## src/rtl/pipe_hazard_ctrl.sv

```systemverilog
// rtl/pipe_hazard_ctrl.sv - load-use, redirect and data-memory stall controller for the five-stage core
module pipe_hazard_ctrl #(
  parameter int REG_ADDR_WIDTH = 5,
  parameter int CPU_WIDTH      = 32,
  parameter int FLUSH_CYCLES   = 1
) (
  input  logic                      clk,
  input  logic                      rstn,
  input  logic [REG_ADDR_WIDTH-1:0] id_rs1,
  input  logic [REG_ADDR_WIDTH-1:0] id_rs2,
  input  logic                      id_use_rs1,
  input  logic                      id_use_rs2,
  input  logic                      ex_mem_read,
  input  logic [REG_ADDR_WIDTH-1:0] ex_wreg_addr,
  input  logic                      jump_req,
  input  logic [CPU_WIDTH-1:0]      jump_target,
  input  logic                      dmem_req,
  input  logic                      dmem_ready,
  output logic                      pc_hold,
  output logic                      if_id_hold,
  output logic                      if_id_flush,
  output logic                      hold_flag,
  output logic                      jump_flag,
  output logic                      id_ex_freeze,
  output logic                      ex_mem_hold,
  output logic                      pc_jump_en,
  output logic [CPU_WIDTH-1:0]      pc_jump_addr,
  output logic [31:0]               stall_cnt,
  output logic [31:0]               flush_cnt
);

  typedef enum logic [1:0] {
    RUN      = 2'd0,
    MEM_WAIT = 2'd1,
    FLUSH    = 2'd2
  } state_t;

  localparam logic [2:0] FLUSH_INIT = 3'(FLUSH_CYCLES);

  state_t     state, state_nxt;
  logic [2:0] flush_rem, flush_rem_nxt;
  logic       lu, ms;

  assign lu = ex_mem_read && (ex_wreg_addr != '0) &&
              ((id_use_rs1 && (id_rs1 == ex_wreg_addr)) ||
               (id_use_rs2 && (id_rs2 == ex_wreg_addr)));
  assign ms = dmem_req && !dmem_ready;

  assign pc_jump_addr = pc_jump_en ? jump_target : '0;

  // Outputs are gated by rstn so an asserted reset silences them even while inputs still request a stall.
  always_comb begin
    state_nxt     = state;
    flush_rem_nxt = flush_rem;
    pc_hold       = 1'b0;
    if_id_hold    = 1'b0;
    if_id_flush   = 1'b0;
    hold_flag     = 1'b0;
    jump_flag     = 1'b0;
    id_ex_freeze  = 1'b0;
    ex_mem_hold   = 1'b0;
    pc_jump_en    = 1'b0;
    if (rstn) begin
      case (state)
        RUN: begin
          if (ms) begin
            pc_hold      = 1'b1;
            if_id_hold   = 1'b1;
            id_ex_freeze = 1'b1;
            ex_mem_hold  = 1'b1;
            state_nxt    = MEM_WAIT;
          end else if (jump_req) begin
            pc_jump_en  = 1'b1;
            if_id_flush = 1'b1;
            jump_flag   = 1'b1;
            if (FLUSH_INIT != 3'd0) begin
              flush_rem_nxt = FLUSH_INIT;
              state_nxt     = FLUSH;
            end
          end else if (lu) begin
            pc_hold    = 1'b1;
            if_id_hold = 1'b1;
            hold_flag  = 1'b1;
          end
        end
        MEM_WAIT: begin
          // EX is frozen here, so any jump or load-use it shows is re-presented after the release.
          if (!dmem_ready) begin
            pc_hold      = 1'b1;
            if_id_hold   = 1'b1;
            id_ex_freeze = 1'b1;
            ex_mem_hold  = 1'b1;
          end else begin
            state_nxt = (flush_rem != 3'd0) ? FLUSH : RUN;
          end
        end
        FLUSH: begin
          if (ms) begin
            pc_hold      = 1'b1;
            if_id_hold   = 1'b1;
            id_ex_freeze = 1'b1;
            ex_mem_hold  = 1'b1;
            state_nxt    = MEM_WAIT;
          end else if (jump_req) begin
            pc_jump_en    = 1'b1;
            if_id_flush   = 1'b1;
            jump_flag     = 1'b1;
            flush_rem_nxt = FLUSH_INIT;
          end else begin
            if_id_flush   = 1'b1;
            jump_flag     = 1'b1;
            flush_rem_nxt = flush_rem - 3'd1;
            if (flush_rem <= 3'd1) begin
              flush_rem_nxt = 3'd0;
              state_nxt     = RUN;
            end
          end
        end
        default: state_nxt = RUN;
      endcase
    end
  end

  always_ff @(posedge clk or negedge rstn) begin
    if (!rstn) begin
      state     <= RUN;
      flush_rem <= 3'd0;
      stall_cnt <= '0;
      flush_cnt <= '0;
    end else begin
      state     <= state_nxt;
      flush_rem <= flush_rem_nxt;
      if (pc_hold && (stall_cnt != 32'hFFFF_FFFF))
        stall_cnt <= stall_cnt + 32'd1;
      if (pc_jump_en && (flush_cnt != 32'hFFFF_FFFF))
        flush_cnt <= flush_cnt + 32'd1;
    end
  end

endmodule
```

## config.mk

```make
export PLATFORM = sky130hd
export DESIGN_NAME = pipe_hazard_ctrl
export DESIGN_NICKNAME = d
export VERILOG_FILES = /design/src/rtl/pipe_hazard_ctrl.sv
export SDC_FILE = /design/constraint.sdc
export NUM_CORES = 1
export LEC_CHECK = 0
export ABC_AREA = 1
export BUFFER_PORTS_ARGS = -buffer_cell sky130_fd_sc_hd__buf_4
export CAP_MARGIN = 20
export CORE_ASPECT_RATIO = 1.1
export CORE_MARGIN = 1
export CORE_UTILIZATION = 51
export CTS_CLUSTER_SIZE = 14
export DETAILED_ROUTE_END_ITERATION = 16
export GPL_ROUTABILITY_DRIVEN = 0
export PLACE_DENSITY_LB_ADDON = 0.3
export SLEW_MARGIN = 20
export SYNTH_ARGS = -nofsm -noshare
export SYNTH_HDL_FRONTEND = slang
export SYNTH_SLANG_ARGS = --single-unit
```

## constraint.sdc

```tcl
create_clock -name clk -period 2.9 [get_ports clk]
set_clock_uncertainty 0.15 [all_clocks]
set_input_delay 0.435 -clock clk [delete_from_list [all_inputs] [get_ports clk]]
set_output_delay 0.435 -clock clk [all_outputs]
set_load 0.01 [all_outputs]
```

### Word-level counts from Yosys, hierarchy flattened

Cells that the tools add are included.

* bits in registers: 69

* multiplexer cells: 34
* add/sub/neg operators: 3
* reductions and logical operators: 16
* $lt $le $gt $ge: 1
* eq/ne operators: 13

Operators by type and width (count)
* adder 32 x 1 -> 32 bit, second input constant: 2
* inequality test 32 bit, second input constant: 2
* 2-to-1 mux 32 bit: 1
* 2-to-1 mux 1 bit: 16
* 2-to-1 mux 3 bit: 5
* 2-to-1 mux 2 bit: 7
* == test 5 bit: 2
* AND reduction 5 bit: 2
* inequality test 3 bit, second input constant: 3
* inequality test 2 bit, second input constant: 4
* logical AND 1 bit: 7
* one-hot mux 2 bit (3 select lines): 1
* one-hot mux 3 bit (2 select lines): 1
* nonzero test 5 bit: 1
* one-hot mux 1 bit (2 select lines): 2
* <= comparator 3 x 1 -> 1 bit, second input constant: 1
* one-hot mux 1 bit (3 select lines): 1
* nonzero test 3 bit: 1
* subtractor 3 x 1 -> 3 bit, second input constant: 1
* == test 2 x 1 -> 1 bit, second input constant: 1
* == test 2 bit, second input constant: 1
* zero test 2 bit: 1
* nonzero test 2 bit: 1
* OR reduction 2 bit: 1
* other kinds (2): 2

### Longest topological paths before layout

* depth after elaboration: 10
* depth in mapped cells: 12
* mapped depth without buffers: 11

### Least setup slack after synthesis

No wires, ideal clock.

* kind: input to output
* from: input dmem_req
* to: output pc_jump_addr[10]
* data arrival time: 1464 ps
* data required time: 2315 ps
* path buffers: 1
* path slack: 851 ps
* stages on the path: 8
* cells stage by stage: inv_1 -> nor2_1 -> inv_1 -> nand3_1 -> nor2_4 -> inv_1 -> clkbuf_1 -> nor2_1

* longest elaborated chain between the ends: 5

RTL lines
* start, declared: line 17 `input logic dmem_req,`
* logical AND 1 bit: line 47 `assign ms = dmem_req && !dmem_ready;`
* 2-to-1 mux 1 bit: line 98 `if (ms) begin`
* 2-to-1 mux 1 bit
* 2-to-1 mux 1 bit: line 63 `if (rstn) begin`
* net pc_jump_en: line 26 `output logic pc_jump_en,`
* 2-to-1 mux 32 bit: line 49 `assign pc_jump_addr = pc_jump_en ? jump_target : '0;`
* end, declared: line 27 `output logic [CPU_WIDTH-1:0] pc_jump_addr,`

The timed path passes the listed nets, and every way through them passes these cells.

### Final worst setup path

* from: input rstn
* to: output pc_jump_addr[31]

* longest elaborated chain between the ends: 2

RTL lines
* start, declared: line 8 `input logic rstn,`
* 2-to-1 mux 1 bit: line 63
* 2-to-1 mux 32 bit: line 49

Every way passes these cells.

==> summary.md <==
| Metric | Value |
|---|---|
| Gate count of the mapped netlist | `roughly 800` |
| Worst-path clk slew | `0.07 ns` |
| # fillers | `839` |
| Most frequent cells after synthesis | `nand2_1 (309), nor2_1 (141), inv_1 (88)` |
| Vias | `between 5000 and 6000` |
| Core area | `9490 sq um` |
| CTS sink count | `69` |
| Count of cell types in the netlist | `31` |
| Synthesis warning total | `0` |
| DRC | `0` |
| Vias in the first global route | `about 5300` |
| Largest net degree at the start of global routing | `82` |
| Post-synth EDFFs | `0` |
| Clock latency on the worst-skew pair | `roughly 0.36 ns` |
| Seq/Total Area, Yosys | `0.341` |
| Area post-placement | `6300 sq um` |
| Fmax | `385 MHz` |
| Setup crit end kind | `primary output` |
| Share of the synthesized area in the top cell type | `0.341` |
| M2 GR Usage | `0.498` |
| Total congestion overflow | `0` |
| Synth area leaders | `dfrtp_1 (34%), nand2_1 (23%), nor2_1 (10%)` |
| Primary FF master, synth | `dfrtp_1` |
| Clock period minus worst slack | `roughly 2.6 ns` |
| Row cnt | `37` |
| Avg Inst Size Synth | `approximately 6.4 sq um` |
| Share of cells above drive strength 1 | `0.206` |
| Crit-path max FO | `33` |
| Setup TNS | `0 ns` |
| Status | `complete, no violations` |
| 1st-iter DRT viols | `251` |
| Top-count cell post-synth | `nand2_1` |
| Power density cells | `about 440 nW/um^2` |
| Dpl ws | `0.584 ns` |
| Resized cells post-CTS | `0` |
| Detailed Routing Iterations Pass 1 | `5` |
| Startpoint type of the worst setup path | `input port` |
| Crit path kind | `input port to primary output` |
| TritonCTS clock tree | `done` |
| CP arrival | `2.02 ns` |
| Min Hold Slack | `roughly 0.27 ns` |
| Starting density of the core | `0.533` |
| Slew headroom | `0.408` |
| Most Crowded Layer GR | `met2` |
| Synth Cell Area | `between 5000 and 6000 sq um` |
| Root buffer cell | `clkbuf_8` |
| MaxCap Viol Count | `0` |
| Initial antenna violation count | `0` |
| Tot Pwr | `2.82 mW` |
| Final Instance Area | `between 6000 and 7000 sq um` |
| RSZ-0062 raised after global routing | `no` |
| DRT antenna net count | `0` |
| Die Area | `10300 sq um` |
| Die X | `97.0 um` |
| H-tree Lvls | `3` |
| Final nets | `1007` |
| GRT Total Usage | `0.280` |
| Post-synth net total | `853` |
| Cell taking the most area after synthesis | `dfrtp_1` |
| Hold crit path type | `input port to register` |
| Global-route wire length before repair | `23600 um` |
| ANT cells | `0` |
| Fin. max-slew vios | `0` |
| Ports | `159` |
| Lkg Pwr | `3.51 nW` |
| Fraction of registers with async set/reset | `1.00` |
| Detailed Route WL | `14000 um` |
| Crit share post-route | `0.897` |
| CP Data Required Time | `around 2.3 ns` |
| VDD IR max | `298 uV` |
| Via/cell ratio | `5.13` |
| Worst setup margin | `0.299 ns` |
| Worst slew pin tran | `around 0.89 ns` |
| Number of buffers created by CTS | `9` |
| Die Span Y | `approximately 110 um` |
| Clock Path Buffers | `2` |
| Synthesis-to-finish area growth | `28.1%` |
| Final setup violation count | `0` |
| Synth Register Bits | `69` |
| Hold Violations, Final | `0` |
| Routed len/inst | `13.1 um` |
| Routing usage on met3 | `0.0546` |
| GR Util met1 | `0.322` |
| # port buffers | `roughly 160` |
| HPWL after DPL | `10700 um` |
-- cells in the final DEF (no fill, tap or decap), types with 3 or more instances in the layout --
cell type and instances:
xor2_1 35, nand4_1 39, nand2_1 309, dfrtp_1 69, inv_1 88, nor3_1 15, nand3_2 3, ha_1 4
nand3_1 11, inv_2 3, buf_4 165, xnor2_1 9, clkinvlp_4 4, o21ai_0 14, nand3b_1 15, nor2_1 141
a21oi_1 4, clkbuf_8 9
-- final timing paths --
path,from,to,slack (ns),depth (start not counted)
min in group asynchronous,rstn,state[0],0.49,3
worst min register to register,flush_cnt[6],flush_cnt[6],0.38,1
worst max-delay path,rstn,pc_jump_addr[31],0.30,8
worst max register to register,stall_cnt[0],stall_cnt[12],0.60,9
worst min-delay path,jump_req,flush_rem[2],0.27,4
max in group asynchronous,rstn,flush_cnt[13],0.92,4
-- sequential cells by signal, indices dropped and copies added (netlist names) --
| signal | cells |
|---|---|
| flush_cnt | 32 |
| stall_cnt | 32 |
| flush_rem | 3 |
| state | 2 |
-- where the power goes --
part	internal [mW]	switching [mW]	total [mW]
logic	0.371	0.506	0.877
clock network	0.316	0.408	0.725
registers	1.07	0.150	1.22
-- metal layers --
layer  part of all wire  vias to the layer above
li1                   -                     2751
met1               0.40                     2480
met2               0.49                      221
met3              0.071                       41
met4              0.038                        0
met5                  0                        -
-- critical path, stage by stage --
cell and delay, ns:
dlygate4sd3_1 0.53, buf_4 0.13, nand3_1 0.13, nor2_4 0.15
inv_1 0.05, buf_4 0.23, nor2_1 0.19, buf_4 0.15
-- repair_timing --
| item | in CTS | in global routing |
|---|---|---|
| setup buffers | 0 | 0 |
| hold endpoints to repair | 20 | 0 |
| hold buffers | 1 | 0 |
| endpoints found under the setup margin | 0 | 0 |
-- per-stage QoR --
step           utilization  cells
3_5_place_dp         0.664   1053
3_3_place_gp         0.664   1053
6_report             0.683   1070
2_1_floorplan            -    794
4_1_cts              0.683   1070
5_1_grt              0.683   1070
-- cell families (layout without fill, tap and decap cells) --
| group | count (synthesis) | in the layout | synth area share |
|---|---|---|---|
| adder cells (fa/ha/maj) | 4 | 4 | 0.00989 |
| AO/OA/AOI/OAI | 20 | 20 | 0.0225 |
| AND/OR/NAND/NOR | 543 | 543 | 0.454 |
| buffers and inverters | 114 | 273 | 0.0966 |
| flip-flops | 69 | 69 | 0.341 |
| XOR/XNOR | 44 | 44 | 0.0761 |
-- area by class of cell --
class,count,area (sq um),area share
Inverter,91,342,0.0527
Multi-Input combinational cell,611,2850,0.439
Clock buffer,10,128,0.0197
Sequential cell,69,1730,0.266
Timing Repair Buffer,166,1250,0.193
Tap cell,117,146,0.0226
Clock inverter,6,47.5,0.00733
No activity file was read; power rests on OpenSTA's default activity.
